<file path="src/rtl/mips_scoreboard_if.sv">
// mips_scoreboard_if: issue-slot bundle between decode and the scoreboard.
// master = decode (drives the slot), slave = scoreboard (returns stall/fire).
interface mips_scoreboard_if #(
  parameter int AW = 5
);
  logic          issue_valid;
  logic [AW-1:0] issue_rs;
  logic [AW-1:0] issue_rt;
  logic          issue_use_rs;
  logic          issue_use_rt;
  logic          issue_wr_en;
  logic [AW-1:0] issue_rd;
  logic          flush;
  logic          clear;
  logic          stall;
  logic          issue_fire;

  modport master (
    output issue_valid, issue_rs, issue_rt,
    output issue_use_rs, issue_use_rt,
    output issue_wr_en, issue_rd,
    output flush, clear,
    input  stall, issue_fire
  );

  modport slave (
    input  issue_valid, issue_rs, issue_rt,
    input  issue_use_rs, issue_use_rt,
    input  issue_wr_en, issue_rd,
    input  flush, clear,
    output stall, issue_fire
  );
endinterface

</file>
<file path="src/rtl/mips_scoreboard.sv">
// mips_scoreboard: RAW/WAW interlock for the pipe_MIPS32 issue stage.
// Ports: clk, rst (sync, high); sb = issue slot (slave);
//   busy_mask = per-register pending write; stall_cycles = saturating stat.
module mips_scoreboard #(
  parameter int NREGS  = 32,
  parameter int AW     = 5,
  parameter int WB_LAT = 3,
  parameter int SCW    = 16
)(
  input  logic             clk,
  input  logic             rst,
  mips_scoreboard_if.slave sb,
  output logic [NREGS-1:0] busy_mask,
  output logic [SCW-1:0]   stall_cycles
);
  localparam int TW = $clog2(WB_LAT + 1);
  localparam int NX = 2 ** AW;

  logic [TW-1:0] timer [1:NREGS-1];
  logic [NX-1:0] busy_ext;
  logic          haz_rs;
  logic          haz_rt;
  logic          haz_rd;
  logic          hazard;
  logic          ld;

  always_comb begin
    busy_mask = '0;
    for (int i = 1; i < NREGS; i++)
      busy_mask[i] = (timer[i] != '0);
  end

  // Zero-extended so indices >= NREGS read as idle; bit 0 is always 0.
  assign busy_ext = NX'(busy_mask);

  assign haz_rs = sb.issue_use_rs & busy_ext[sb.issue_rs];
  assign haz_rt = sb.issue_use_rt & busy_ext[sb.issue_rt];
  assign haz_rd = sb.issue_wr_en  & busy_ext[sb.issue_rd];
  assign hazard = haz_rs | haz_rt | haz_rd;

  assign sb.stall =
    sb.issue_valid & ~sb.flush & ~rst & hazard;
  assign sb.issue_fire =
    sb.issue_valid & ~sb.flush & ~rst & ~hazard;

  assign ld = sb.issue_fire & sb.issue_wr_en
            & (sb.issue_rd != '0)
            & ({1'b0, sb.issue_rd} < (AW+1)'(NREGS));

  // WAW stall guarantees a loaded timer was already zero.
  always_ff @(posedge clk) begin
    if (rst || sb.clear) begin
      for (int i = 1; i < NREGS; i++)
        timer[i] <= '0;
    end else begin
      for (int i = 1; i < NREGS; i++) begin
        if (ld && sb.issue_rd == AW'(i))
          timer[i] <= TW'(WB_LAT);
        else if (timer[i] != '0)
          timer[i] <= timer[i] - 1'b1;
      end
    end
  end

  always_ff @(posedge clk) begin
    if (rst)
      stall_cycles <= '0;
    else if (sb.stall && stall_cycles != '1)
      stall_cycles <= stall_cycles + 1'b1;
  end
endmodule

</file>
<file path="src/flat_wrapper.sv">
// flat-port wrapper written by rule: the top's interface ports become plain ports
module mips_scoreboard_flat 
#(
  parameter int NREGS  = 32,
  parameter int AW     = 5,
  parameter int WB_LAT = 3,
  parameter int SCW    = 16
)
  (clk, rst, busy_mask, stall_cycles, sb_issue_valid, sb_issue_rs, sb_issue_rt, sb_issue_use_rs, sb_issue_use_rt, sb_issue_wr_en, sb_issue_rd, sb_flush, sb_clear, sb_stall, sb_issue_fire);
  mips_scoreboard_if #(.AW(AW)) sb_i ();
  input  logic clk;
  input  logic rst;
  output logic [NREGS-1:0] busy_mask;
  output logic [SCW-1:0] stall_cycles;
  input wire logic [$bits(sb_i.issue_valid)-1:0] sb_issue_valid;
  input wire logic [$bits(sb_i.issue_rs)-1:0] sb_issue_rs;
  input wire logic [$bits(sb_i.issue_rt)-1:0] sb_issue_rt;
  input wire logic [$bits(sb_i.issue_use_rs)-1:0] sb_issue_use_rs;
  input wire logic [$bits(sb_i.issue_use_rt)-1:0] sb_issue_use_rt;
  input wire logic [$bits(sb_i.issue_wr_en)-1:0] sb_issue_wr_en;
  input wire logic [$bits(sb_i.issue_rd)-1:0] sb_issue_rd;
  input wire logic [$bits(sb_i.flush)-1:0] sb_flush;
  input wire logic [$bits(sb_i.clear)-1:0] sb_clear;
  output wire logic [$bits(sb_i.stall)-1:0] sb_stall;
  output wire logic [$bits(sb_i.issue_fire)-1:0] sb_issue_fire;
  assign sb_i.issue_valid = sb_issue_valid;
  assign sb_i.issue_rs = sb_issue_rs;
  assign sb_i.issue_rt = sb_issue_rt;
  assign sb_i.issue_use_rs = sb_issue_use_rs;
  assign sb_i.issue_use_rt = sb_issue_use_rt;
  assign sb_i.issue_wr_en = sb_issue_wr_en;
  assign sb_i.issue_rd = sb_issue_rd;
  assign sb_i.flush = sb_flush;
  assign sb_i.clear = sb_clear;
  assign sb_stall = sb_i.stall;
  assign sb_issue_fire = sb_i.issue_fire;
  mips_scoreboard #(.NREGS(NREGS), .AW(AW), .WB_LAT(WB_LAT), .SCW(SCW)) u_core (.clk(clk), .rst(rst), .sb(sb_i), .busy_mask(busy_mask), .stall_cycles(stall_cycles));
endmodule
</file>
<file path="config.mk">
export PLATFORM = sky130hd
export DESIGN_NAME = mips_scoreboard_flat
export DESIGN_NICKNAME = d
export VERILOG_FILES = /design/src/rtl/mips_scoreboard_if.sv /design/src/rtl/mips_scoreboard.sv /design/src/flat_wrapper.sv
export SDC_FILE = /design/constraint.sdc
export NUM_CORES = 1
export LEC_CHECK = 0
export ABC_AREA = 1
export CAP_MARGIN = 20
export CORE_MARGIN = 2
export CORE_UTILIZATION = 45
export CTS_CLUSTER_DIAMETER = 40
export DETAILED_ROUTE_END_ITERATION = 10
export GPL_TIMING_DRIVEN = 1
export PLACE_DENSITY = 0.67
export SLEW_MARGIN = 20
export SYNTH_ARGS = -nofsm -noshare
export SYNTH_HDL_FRONTEND = slang
export SYNTH_SLANG_ARGS = --single-unit
</file>
<file path="constraint.sdc">
create_clock -name clk -period 2.9 [get_ports clk]
set_input_delay 0.58 -clock clk [delete_from_list [all_inputs] [get_ports clk]]
set_output_delay 0.58 -clock clk [all_outputs]
set_load 0.05 [all_outputs]
</file>
; Word-level counts from Yosys, hierarchy flattened
; Memories as Yosys holds them, arrays and structs flattened.
; Index checks and enable logic that the tools add are counted.
[word_totals]
inputBits = 23
ram_bits = 62
memories = 1
register_bits = 16
output_inout_bits = 50
elab_cells = 497
[op_classes]
magnitude_cmp = 3
add_sub_neg = 32
muxes = 287
n_bitwise = 76
n_reduce_logical = 65
n_eq_ne = 32
[memory_table]
columns = name, depth, width, rd, rd_clocked_by_memory_dff, wr, line
row1 = u_core.timer, 31, 2, 31, 0, 31, mips_scoreboard.sv:19  ; logic [TW-1:0] timer [1:NREGS-1];
[op_table]
columns = op, n
row1 = 1-bit 2-to-1 mux, 222
row2 = 2-bit 2-to-1 mux, 62
row3 = "5-bit == test, second input constant", 16
row4 = 1-bit bitwise OR, 64
row5 = 2-bit nonzero test, 31
row6 = "2-bit by 1-bit subtractor with 2-bit output, second input constant", 31
row7 = "5-bit by 4-bit == test with 1-bit output, second input constant", 8
row8 = 1-bit logical AND, 32
row9 = "5-bit by 3-bit == test with 1-bit output, second input constant", 4
row10 = "5-bit by 6-bit < comparator with 1-bit output, second input constant", 3
row11 = "16-bit by 1-bit adder with 16-bit output, second input constant", 1
row12 = "16-bit inequality test, second input constant", 1
row13 = 1-bit binary-select mux with 5-bit select, 3
row14 = "5-bit by 2-bit == test with 1-bit output, second input constant", 2
row15 = 1-bit bitwise AND, 9
row16 = "5-bit by 1-bit == test with 1-bit output, second input constant", 1
row17 = 5-bit nonzero test, 1
row18 = 1-bit inverter, 3
row19 = 1-bit logical OR, 1

; Logic depth before layout (Yosys ltp)
; An unclocked memory read counts as a cell.
[logic_depth]
word_depth = 17
ltp_mapped = 15
depth_no_buf = 15

; Worst setup path before layout
; Ideal clock, no wire load.
[synth_timing]
kind = reg-to-output
start = register u_core.timer[0][12] (netlist name)
end = output sb_stall
n_path_buf = 1
path_stages_with_launch = 15
required_ns = 2.320
path_slack_ns = 0.123
t_arrival_ns = 2.197
path_cell_list = edfxtp_1 inv_1 ha_1 inv_1 o21ai_0 nand2_1 nand2_1 nand2_1 nand2_1 o21ai_1 nand3_1 nand3_4 buf_2 nand2_1 inv_1
[synth_rtl]
columns = item, line
row1 = "end, declared", flat_wrapper.sv:24  ; output wire logic [$bits(sb_i.stall)-1:0] sb_stall;

==> out/qor.txt <==
status = complete, no violations
first-pass GRT wire length = 27,900 um
Buf+Inv Stages, Crit Path = 4
pre-CTS worst setup slack = -0.158 ns
violation count after the first detailed-route iteration = 555
IO Pins = 73
routability-driven placement congestion ratio = 0.985
Synth area leaders = edfxtp_1 31%, nand2_1 15%, nand3_1 12%, inv_1 7.5%, ha_1 6.6%
worst path arrival time = 2.18 ns
H-Tree Level Count = 3
post-synthesis compound-gate area fraction = 2.71%
nets = 990
worst-path maximum fanout = 6
adder-cell share of the synthesized area = 6.58%
drt drc = 0
number of buffers created by CTS = 9
LEAKAGE = 3.42 nW
Critical Path Start Type = flip-flop
Fin. Hold Viols = 0
multiplexer share of the synthesized area = 0%
per-cell routed wire length = 15.1 um
buffer depth of the longest clock path = 2
post-route ant nets = 0
Slew @ Worst Pin = 0.549 ns
Die X-Extent = 120 um
initial antenna violation count = 0
layout cells sized above 1 = 8.40%
Core ar. = 13,200 um^2
Diodes inserted = 0
number of global-route vias before repair = 5,541
minimum clock period = 2.76 ns
CTS Hold Bufs = 0
cells after synthesis = 864
Die Height = 120 um
filler instances = 1,285
Rel. slew slack = 63.4%
area added between synthesis and finish = 22.3%
PortBufs = 71
Row Count = 42
Layout Skew = 0.00511 ns
Starting Density = 46.0%
Max stage delay cell, worst path = edfxtp_1
Tcrit/Tclk final = 95.3%
Clock Root Buffer = clkbuf_16
cell mode on critical path = nand2_1
CTS tree = yes
Crit path max-delay family = simple AND/OR/NAND/NOR gates
Crit Path Category = flip-flop to output port
Clock Latency Late Sink = 0.35 ns
clock net sink count = 78
Distinct cells, synth = 29
Data required, critical path = 2.32 ns
cells along the critical path = inv_1 -> ha_1 -> inv_1 -> o21ai_1 -> nand2_1 -> nand2_1 -> nand2_1 -> nand2_1 -> o21ai_1 -> nand3_2 -> nand3_4 -> nand2_2 -> inv_2 -> buf_12
sequential element share of the synthesized area = 35.9%
HPWL after DPL = 12,100 um
largest family of logic cells by synthesized area = simple AND/OR/NAND/NOR gates
Slew Viols, Final = 0
PD cells = 520 nW/um^2
top cell type's share of synthesized area = 30.6%
Worst Setup End Kind = output port
grt ovf = 0
RSZ-0062 raised after global routing = no
largest net degree at the start of global routing = 125
DR pass1 iterations = 7
Hold Path Class = flip-flop to flip-flop
Area after DPL = 7120 um^2
global-route usage over all layers = 24.3%
Achievable Freq = 0.362 GHz
clock slew at reported path FFs = 0.06 ns
post-synthesis cell area = 6090 um^2
Die ar. = 14,500 um^2
post-synthesis simple-gate area fraction = 40.7%
Crit path largest cell delay = 0.33 ns
Synthesis Warnings = 0
#FFs+latches synth = 78
Design Area, Final = 7450 um^2
Synth area leader = edfxtp_1
Final setup viols = 0
via count = 6,060
final setup margin = 0.137 ns
syn avg cell area = 7.04 um^2
Worst VDD drop = 0.307 mV
vias per cell = 5.43
Max Cap Violations = 0
final wirelength = 16,900 um
syn nets = 919
XOR/XNOR Fraction of Synth Area = 2.01%
-- metrics by stage --
step	hold slack, ns	setup TNS [ns]	utilization, %	std cells	total power [mW]
finish	0.495	0	56.2	1116	3.87
global route	0.519	0	56.2	1116	4.07
CTS	0.503	0	56.1	1116	3.86
detailed placement	0.490	-8.60	53.7	1097	2.84
global placement	0.489	-7.05	53.7	1097	2.83
floorplan	0.624	0	-	864	2.37
-- where the power goes --
group,switching [mW],internal [mW]
combinational,0.991,0.484
sequential,0.0299,1.34
clock,0.461,0.564
total,1.48,2.39
-- synth_stat cells --
cell / number
nand2_1: 238
nand3_1: 151
inv_1: 122
edfxtp_1: 62
nand4_1: 48
nor2_1: 39
ha_1: 32
nand3b_1: 31
clkbuf_1: 22
dfxtp_1: 16
nor3_1: 15
a21oi_1: 14
buf_4: 14
xor2_1: 12
o21ai_0: 10
o21ai_1: 9
buf_2: 7
inv_2: 7
buf_1: 4
xnor2_1: 2
clkinv_1: 1
conb_1: 1
inv_4: 1
nand2_2: 1
nand3_2: 1
nand3_4: 1
nor2_8: 1
nor3_2: 1
nor3b_2: 1
-- logic make-up after synthesis --
kind of cell    count (synthesis)
simple gates                  528
buf+inv                       178
flops                          78
compound gates                 33
fa+ha+maj                      32
xor+xnor                       14
other cells                     1
-- sequential cells by signal, indices dropped and copies added, names as in the netlist --
register and count:
u_core.stall_cycles 16, u_core.timer 62
-- cell usage in the layout, fill, tap and decap left out, types with 4 or more instances in the layout --
master,count
o21ai_0,8
xor2_1,12
nor3_1,15
inv_1,116
dlygate4sd2_1,4
nand2_1,237
a21oi_1,14
buf_12,7
edfxtp_1,62
inv_2,12
clkinv_2,4
nor2_1,37
nand3_1,148
clkdlybuf4s50_1,63
nand3b_1,31
nand3_2,4
ha_1,31
o21ai_1,11
dfxtp_1,16
clkbuf_16,9
nand4_1,48
buf_4,28
clkinv_1,4
-- path summary, 6_finish.rpt --
kind | start | end | slack [ns] | cells past startpoint
worst min register to register | u_core.stall_cycles[14]$_SDFFE_PP0P_ | u_core.stall_cycles[14]$_SDFFE_PP0P_ | 0.49 | 2
worst max-delay path | u_core.timer[1][24]$_DFFE_PP_ | sb_stall | 0.14 | 14
worst min-delay path | u_core.stall_cycles[14]$_SDFFE_PP0P_ | u_core.stall_cycles[14]$_SDFFE_PP0P_ | 0.49 | 2
worst max register to register | u_core.timer[1][24]$_DFFE_PP_ | u_core.timer[0][25]$_DFFE_PP_ | 0.32 | 16
-- tightest hold or removal path, stage by stage, from the launching register on --
cell     delay (ns)
dfxtp_1        0.33
nand2_1        0.07
a21oi_1        0.05
-- routing by layer --
metal  up-vias  wire length, um  GRT usage (%)
met4         0              482           8.94
met5         -                0              0
met3        34             1280           4.39
li1       3009                -              -
met2       257             7280           37.0
met1      2760             7810           34.5
-- timing repair --
item,in CTS,in global routing
endpoints found under the setup margin,2,2
setup buffers,1,0
gates resized for setup,9,17
pin swaps,1,5
gates cloned,2,0
endpoints found under the hold margin,0,0
-- cell type report --
| type | instances | area, um^2 | area share (%) |
|---|---|---|---|
| clock buffers | 9 | 225 | 3.02 |
| clock inverters | 7 | 31.3 | 0.420 |
| inverters | 131 | 497 | 6.67 |
| multi-input cells | 608 | 3200 | 43.0 |
| flip-flops and latches | 78 | 2180 | 29.3 |
| well taps | 176 | 220 | 2.96 |
| repair buffers | 107 | 1090 | 14.6 |
Note: power is estimated with default switching activity, not from simulation.
